File: src/rtl/exp_align_sched_if.sv
// Beat handshake bundle between the block-exponent source, the alignment
// scheduler and the mantissa aligners downstream.
interface exp_align_sched_if #(
    parameter int expWidth = 3
) ();
    logic                  in_valid;
    logic                  in_ready;
    logic [expWidth*4-1:0] in_exp;
    logic                  out_valid;
    logic                  out_ready;
    logic [expWidth*4-1:0] out_shift;
    logic [expWidth-1:0]   out_max;
    logic                  out_last;

    modport master (
        output in_valid, in_exp, out_ready,
        input  in_ready, out_valid, out_shift, out_max, out_last
    );

    modport slave (
        input  in_valid, in_exp, out_ready,
        output in_ready, out_valid, out_shift, out_max, out_last
    );
endinterface

File: src/rtl/exp_align_sched.sv
// Block-floating-point alignment scheduler: buffers a block of four-lane
// exponent beats, finds the block maximum, then replays per-lane shift amounts.
module exp_align_sched #(
    parameter int expWidth = 3,
    parameter int MAX_LEN  = 8,
    parameter int LEN_W    = 4
) (
    input  logic             clk,
    input  logic             rst,
    input  logic [LEN_W-1:0] cfg_len,
    output logic             busy,
    exp_align_sched_if.slave bus
);

    localparam int IDX_W  = (MAX_LEN > 1) ? $clog2(MAX_LEN) : 1;
    localparam int BEAT_W = 4 * expWidth;

    typedef logic [expWidth-1:0] exp_t;
    typedef enum logic [1:0] {IDLE, SCAN, EMIT} state_t;

    function automatic exp_t max2(input exp_t a, input exp_t b);
        return (a > b) ? a : b;
    endfunction

    // 4-input max-exponent comparator tree
    function automatic exp_t max4(input logic [BEAT_W-1:0] beat);
        return max2(max2(beat[0 +: expWidth], beat[expWidth +: expWidth]),
                    max2(beat[2*expWidth +: expWidth], beat[3*expWidth +: expWidth]));
    endfunction

    function automatic logic [LEN_W-1:0] clamp_len(input logic [LEN_W-1:0] l);
        if (l == '0)
            return LEN_W'(1);
        if (l > LEN_W'(MAX_LEN))
            return LEN_W'(MAX_LEN);
        return l;
    endfunction

    state_t            state, state_nxt;
    logic [LEN_W-1:0]  count;
    logic [LEN_W-1:0]  rd;
    logic [LEN_W-1:0]  len;
    exp_t              max_reg;
    logic [BEAT_W-1:0] mem [MAX_LEN];
    logic [BEAT_W-1:0] rd_beat;
    logic [IDX_W-1:0]  wr_idx;
    logic [IDX_W-1:0]  rd_idx;
    exp_t              beat_max;
    logic              in_fire;
    logic              out_fire;
    logic              last_beat;

    assign bus.in_ready = (state != EMIT);
    assign busy         = (state != IDLE);
    assign in_fire      = bus.in_valid && bus.in_ready;
    assign out_fire     = bus.out_valid && bus.out_ready;
    assign last_beat    = (rd == len - LEN_W'(1));
    assign beat_max     = max4(bus.in_exp);
    assign wr_idx       = (state == IDLE) ? '0 : count[IDX_W-1:0];
    assign rd_idx       = rd[IDX_W-1:0];
    assign rd_beat      = mem[rd_idx];

    always_comb begin
        state_nxt = state;
        case (state)
            IDLE: if (in_fire)
                      state_nxt = (clamp_len(cfg_len) == LEN_W'(1)) ? EMIT : SCAN;
            SCAN: if (in_fire && (count + LEN_W'(1) == len))
                      state_nxt = EMIT;
            EMIT: if (out_fire && last_beat)
                      state_nxt = IDLE;
            default: state_nxt = IDLE;
        endcase
    end

    always_ff @(posedge clk or posedge rst) begin
        if (rst)
            state <= IDLE;
        else
            state <= state_nxt;
    end

    always_ff @(posedge clk or posedge rst) begin
        if (rst) begin
            count   <= '0;
            rd      <= '0;
            len     <= '0;
            max_reg <= '0;
        end else begin
            case (state)
                IDLE: if (in_fire) begin
                    count   <= LEN_W'(1);
                    rd      <= '0;
                    len     <= clamp_len(cfg_len);
                    max_reg <= beat_max;
                end
                SCAN: if (in_fire) begin
                    count   <= count + LEN_W'(1);
                    max_reg <= max2(max_reg, beat_max);
                end
                EMIT: if (out_fire) begin
                    rd <= last_beat ? '0 : rd + LEN_W'(1);
                    if (last_beat)
                        count <= '0;
                end
                default: ;
            endcase
        end
    end

    // Beat storage carries data only, so it is left out of reset
    always_ff @(posedge clk) begin
        if (in_fire)
            mem[wr_idx] <= bus.in_exp;
    end

    // Replay stage: everything below is decoded from registered state only
    always_comb begin
        bus.out_valid = (state == EMIT);
        bus.out_max   = '0;
        bus.out_last  = 1'b0;
        bus.out_shift = '0;
        if (state == EMIT) begin
            bus.out_max  = max_reg;
            bus.out_last = last_beat;
            for (int i = 0; i < 4; i++)
                bus.out_shift[i*expWidth +: expWidth] = max_reg - rd_beat[i*expWidth +: expWidth];
        end
    end

endmodule

File: src/flat_wrapper.sv
// flat-port wrapper written by rule: the top's interface ports become plain ports
module exp_align_sched_flat 
#(
    parameter int expWidth = 3,
    parameter int MAX_LEN  = 8,
    parameter int LEN_W    = 4
)
  (clk, rst, cfg_len, busy, bus_in_valid, bus_in_exp, bus_out_ready, bus_in_ready, bus_out_valid, bus_out_shift, bus_out_max, bus_out_last);
  exp_align_sched_if #(.expWidth(expWidth)) bus_i ();
  input  logic clk;
  input  logic rst;
  input  logic [LEN_W-1:0] cfg_len;
  output logic busy;
  input wire logic [$bits(bus_i.in_valid)-1:0] bus_in_valid;
  input wire logic [$bits(bus_i.in_exp)-1:0] bus_in_exp;
  input wire logic [$bits(bus_i.out_ready)-1:0] bus_out_ready;
  output wire logic [$bits(bus_i.in_ready)-1:0] bus_in_ready;
  output wire logic [$bits(bus_i.out_valid)-1:0] bus_out_valid;
  output wire logic [$bits(bus_i.out_shift)-1:0] bus_out_shift;
  output wire logic [$bits(bus_i.out_max)-1:0] bus_out_max;
  output wire logic [$bits(bus_i.out_last)-1:0] bus_out_last;
  assign bus_i.in_valid = bus_in_valid;
  assign bus_i.in_exp = bus_in_exp;
  assign bus_i.out_ready = bus_out_ready;
  assign bus_in_ready = bus_i.in_ready;
  assign bus_out_valid = bus_i.out_valid;
  assign bus_out_shift = bus_i.out_shift;
  assign bus_out_max = bus_i.out_max;
  assign bus_out_last = bus_i.out_last;
  exp_align_sched #(.expWidth(expWidth), .MAX_LEN(MAX_LEN), .LEN_W(LEN_W)) u_core (.clk(clk), .rst(rst), .cfg_len(cfg_len), .busy(busy), .bus(bus_i));
endmodule
File: config.mk
export PLATFORM = sky130hd
export DESIGN_NAME = exp_align_sched_flat
export DESIGN_NICKNAME = d
export VERILOG_FILES = /design/src/rtl/exp_align_sched_if.sv /design/src/rtl/exp_align_sched.sv /design/src/flat_wrapper.sv
export SDC_FILE = /design/constraint.sdc
export NUM_CORES = 1
export LEC_CHECK = 0
export ABC_AREA = 0
export BUFFER_PORTS_ARGS = -buffer_cell sky130_fd_sc_hd__buf_2
export CAP_MARGIN = 0
export CORE_MARGIN = 2
export CORE_UTILIZATION = 29
export CTS_BUF_LIST = sky130_fd_sc_hd__clkbuf_16
export DETAILED_ROUTE_END_ITERATION = 6
export SLEW_MARGIN = 5
export SYNTH_ARGS = -nofsm -noshare
export SYNTH_HDL_FRONTEND = slang
export SYNTH_SLANG_ARGS = --single-unit
export TNS_END_PERCENT = 100
File: constraint.sdc
create_clock -name clk -period 4.1 [get_ports clk]
set_input_delay 0.82 -clock clk [delete_from_list [all_inputs] [get_ports clk]]
set_output_delay 0.82 -clock clk [all_outputs]
set_load 0.01 [all_outputs]
==> metrics.yaml <==
timing:
  max_slew_margin_pct: 49.0
  setup_tns_ns: 0
  fmax_mhz: 253
  setup_viol: 0
  layout_min_cycle_time_ns: 3.95
  finalCritPeriodShare_pct: 96.4
  worst_slew_pin_slew_ns: 0.765
  skew_ns: 0.0103
  slew_viol_final: 0
  hold_viol: 0
yosys:
  synth_nets: 435
  ys_ff_latch: 113
  avgSynthCellArea_um2: 14.5
  async_reset_ff_share_pct: 15.0
  synth_top_area_cell: "edfxtp_1"
  yosysWarnings: 0
  netlist_area_um2: 5620
  synth_enable_flop_cells: 96
  netlist_instances: 389
  netlist.area_leader.share_pct: 51.3
  yosysSeqAreaShare_pct: 58.8
  synthFlopType: "edfxtp_1"
  synth.area.top_cells: "edfxtp_1, mux4_2, dfrtp_1"
  synth.distinct_cells: 56
cells_and_area:
  area_growth_pct: 26.8
  diodes: 0
  layout.cells.non_filler: 754
  drive_gt1_share_pct: 34.6
  seq_area_um2: 3310
  layout_common_cells: "edfxtp_1, buf_4, buf_2"
  largest_reg_flops: 96
  fin_util_pct: 37.7
  fill_cells: 1826
  largest-register: "u_core.mem"
  fin_area_um2: 7130
  final_common_cell: "edfxtp_1"
  multi_input_area_um2: 2220
  nets: 527
setup_path:
  cp-start-kind: "input pin"
  cpLargestDelayFamily: "compound AO/OA/AOI/OAI gates"
  cp_max_fo: 6
  slowest_delay_ns: 0.38
  arrival_ns: 4.25
  crit_slowest_cell: "ha_2"
  cp_num_buf_inv: 2
  required_ns: 4.40
  worstPathCellList: "buf_2 > inv_1 > ha_2 > a21oi_1 > a32o_1 > a22o_1 > ha_1 > nor2b_1 > o21ai_2 > a32oi_2 > a221o_1 > and2_1 > ha_1 > nor2b_1 > o21a_1 > o211ai_1 > a21boi_1 > a31o_2"
  critPathCaptureType: "flop"
  crit_type: "in -> reg"
cts:
  cts_buffers: 17
  cts-resized-gates: 0
  tritoncts: "done"
  cts-root-buf: "clkbuf_16"
  post_cts_buffers: 0
  cts_hold_buf: 0
  worstSkewPairLatency_ns: 0.41
  cts.path.max_buffers: 2
  cts.clk_slew.worst_paths_ns: 0.05
  htree_num_levels: 4
  cts.sinks: 113
placement:
  placed_area_um2: 6470
  hpwl_mm: 9.39
  place_congestion: 0.862
  portBuffers: 38
  dp.cells: 722
min_path:
  hold_class: "reg -> reg"
drt:
  vias_per_cell: 4.85
  antenna_left: 0
  num_vias: 3657
  drt_iter0_drc: 243
  wl_mm: 13.9
  drc: 0
  avgRoutedWirePerCell_um: 18.5
  first_pass_iters: 4
run:
  maxCapViolCount: 0
global_route:
  antenna_found_initial: 0
  grt_pass1_vias: 3914
  grt_max_degree: 21
  grt_pass1_wl_mm: 21.7
  grt_usage_pct: 14.4
  grt_overflow_total: 0
die:
  start_util_pct: 29.8
  rows: 50
  ios: 39
  core-area_um2: 18900
  die_y_um: 143
  die_area_um2: 20500
  die_w_um: 143
outcome:
  status: "finished clean"
pwr:
  leakage_nw: 2.66
  vdd_ir_drop_max_uv: 302
  power_density_nw_per_um2: 670
-- worst paths after layout --
| path | startpoint | end | slack (ns) | depth (start not counted) |
|---|---|---|---|---|
| max reg2reg | u_core.state[0] | u_core.count[1] | 1.70 | 8 |
| min | u_core.state[1] | u_core.state[1] | 0.53 | 1 |
| min reg2reg | u_core.state[1] | u_core.state[1] | 0.53 | 1 |
| max | bus_in_exp[6] | u_core.max_reg[2] | 0.15 | 18 |
| max in group asynchronous | rst | u_core.rd[0] | 2.99 | 2 |
| min in group asynchronous | rst | u_core.max_reg[2] | 0.54 | 2 |
-- cell families after synthesis --
| family | synth area share [%] |
|---|---|
| adders and majority gates | 6.32 |
| DFF | 58.8 |
| AOI/OAI and AO/OA | 8.57 |
| and+or+nand+nor | 7.30 |
| xor gates and xnor gates | 3.20 |
| buffers and inverters | 3.36 |
| muxes | 12.4 |
-- worst register-to-register path, delay by kind of cell (launching register included) --
kind | cells | cell delay, ns
muxes | 1 | 0.29
and+or+nand+nor | 3 | 0.96
adders and majority gates | 1 | 0.19
AOI/OAI and AO/OA | 1 | 0.23
DFF | 1 | 0.35
buffers and inverters | 2 | 0.27
-- per-stage QoR --
step	total power, W	hold WS, ns	worst slack [ns]
global placement	0.00324	0.507	-0.206
finish	0.00478	0.532	0.147
detailed placement	0.00331	0.525	-0.369
global route	0.00505	0.566	-0.00212
CTS	0.00479	0.536	0.0399
floorplan	0.00270	0.490	0.0392
-- cell usage after synthesis, types with 4 or more instances --
cell type,count
inv_1,28
nor3_1,6
mux2i_1,10
buf_2,4
a21oi_1,9
dfrtp_1,17
nand2_1,17
clkbuf_1,7
o211ai_1,6
o21ai_0,13
nand2b_1,6
mux2_2,5
a21o_1,7
o21a_1,5
edfxtp_1,96
fa_1,4
nor2b_1,4
mux4_2,24
and2_1,9
nor2_1,16
nand3_1,9
xor2_1,8
xnor2_1,10
ha_1,22
-- layer usage --
| layer | wire length (um) | GRT usage, % | vias to the layer above |
|---|---|---|---|
| li1 | - | - | 1671 |
| met1 | 6230 | 19.0 | 1871 |
| met2 | 6640 | 23.4 | 98 |
| met3 | 764 | 3.86 | 17 |
| met4 | 272 | 4.44 | 0 |
| met5 | 0 | 0 | - |
-- where the power goes --
part	switching (W)	internal, W	leakage (nW)
combinational	0.000964	0.000794	1.28
sequential	0.000145	0.00140	1.09
clock	0.000519	0.000950	0.288
-- area by class of cell --
type / instances / area share, %
sequential: 113 / 46.4
multi-input combinational: 232 / 31.2
timing repair buffer: 89 / 8.04
clock buffer: 17 / 5.97
tap: 260 / 4.56
clock inverter: 15 / 2.33
inverter: 28 / 1.47
No activity file was read; power rests on OpenSTA's default activity.
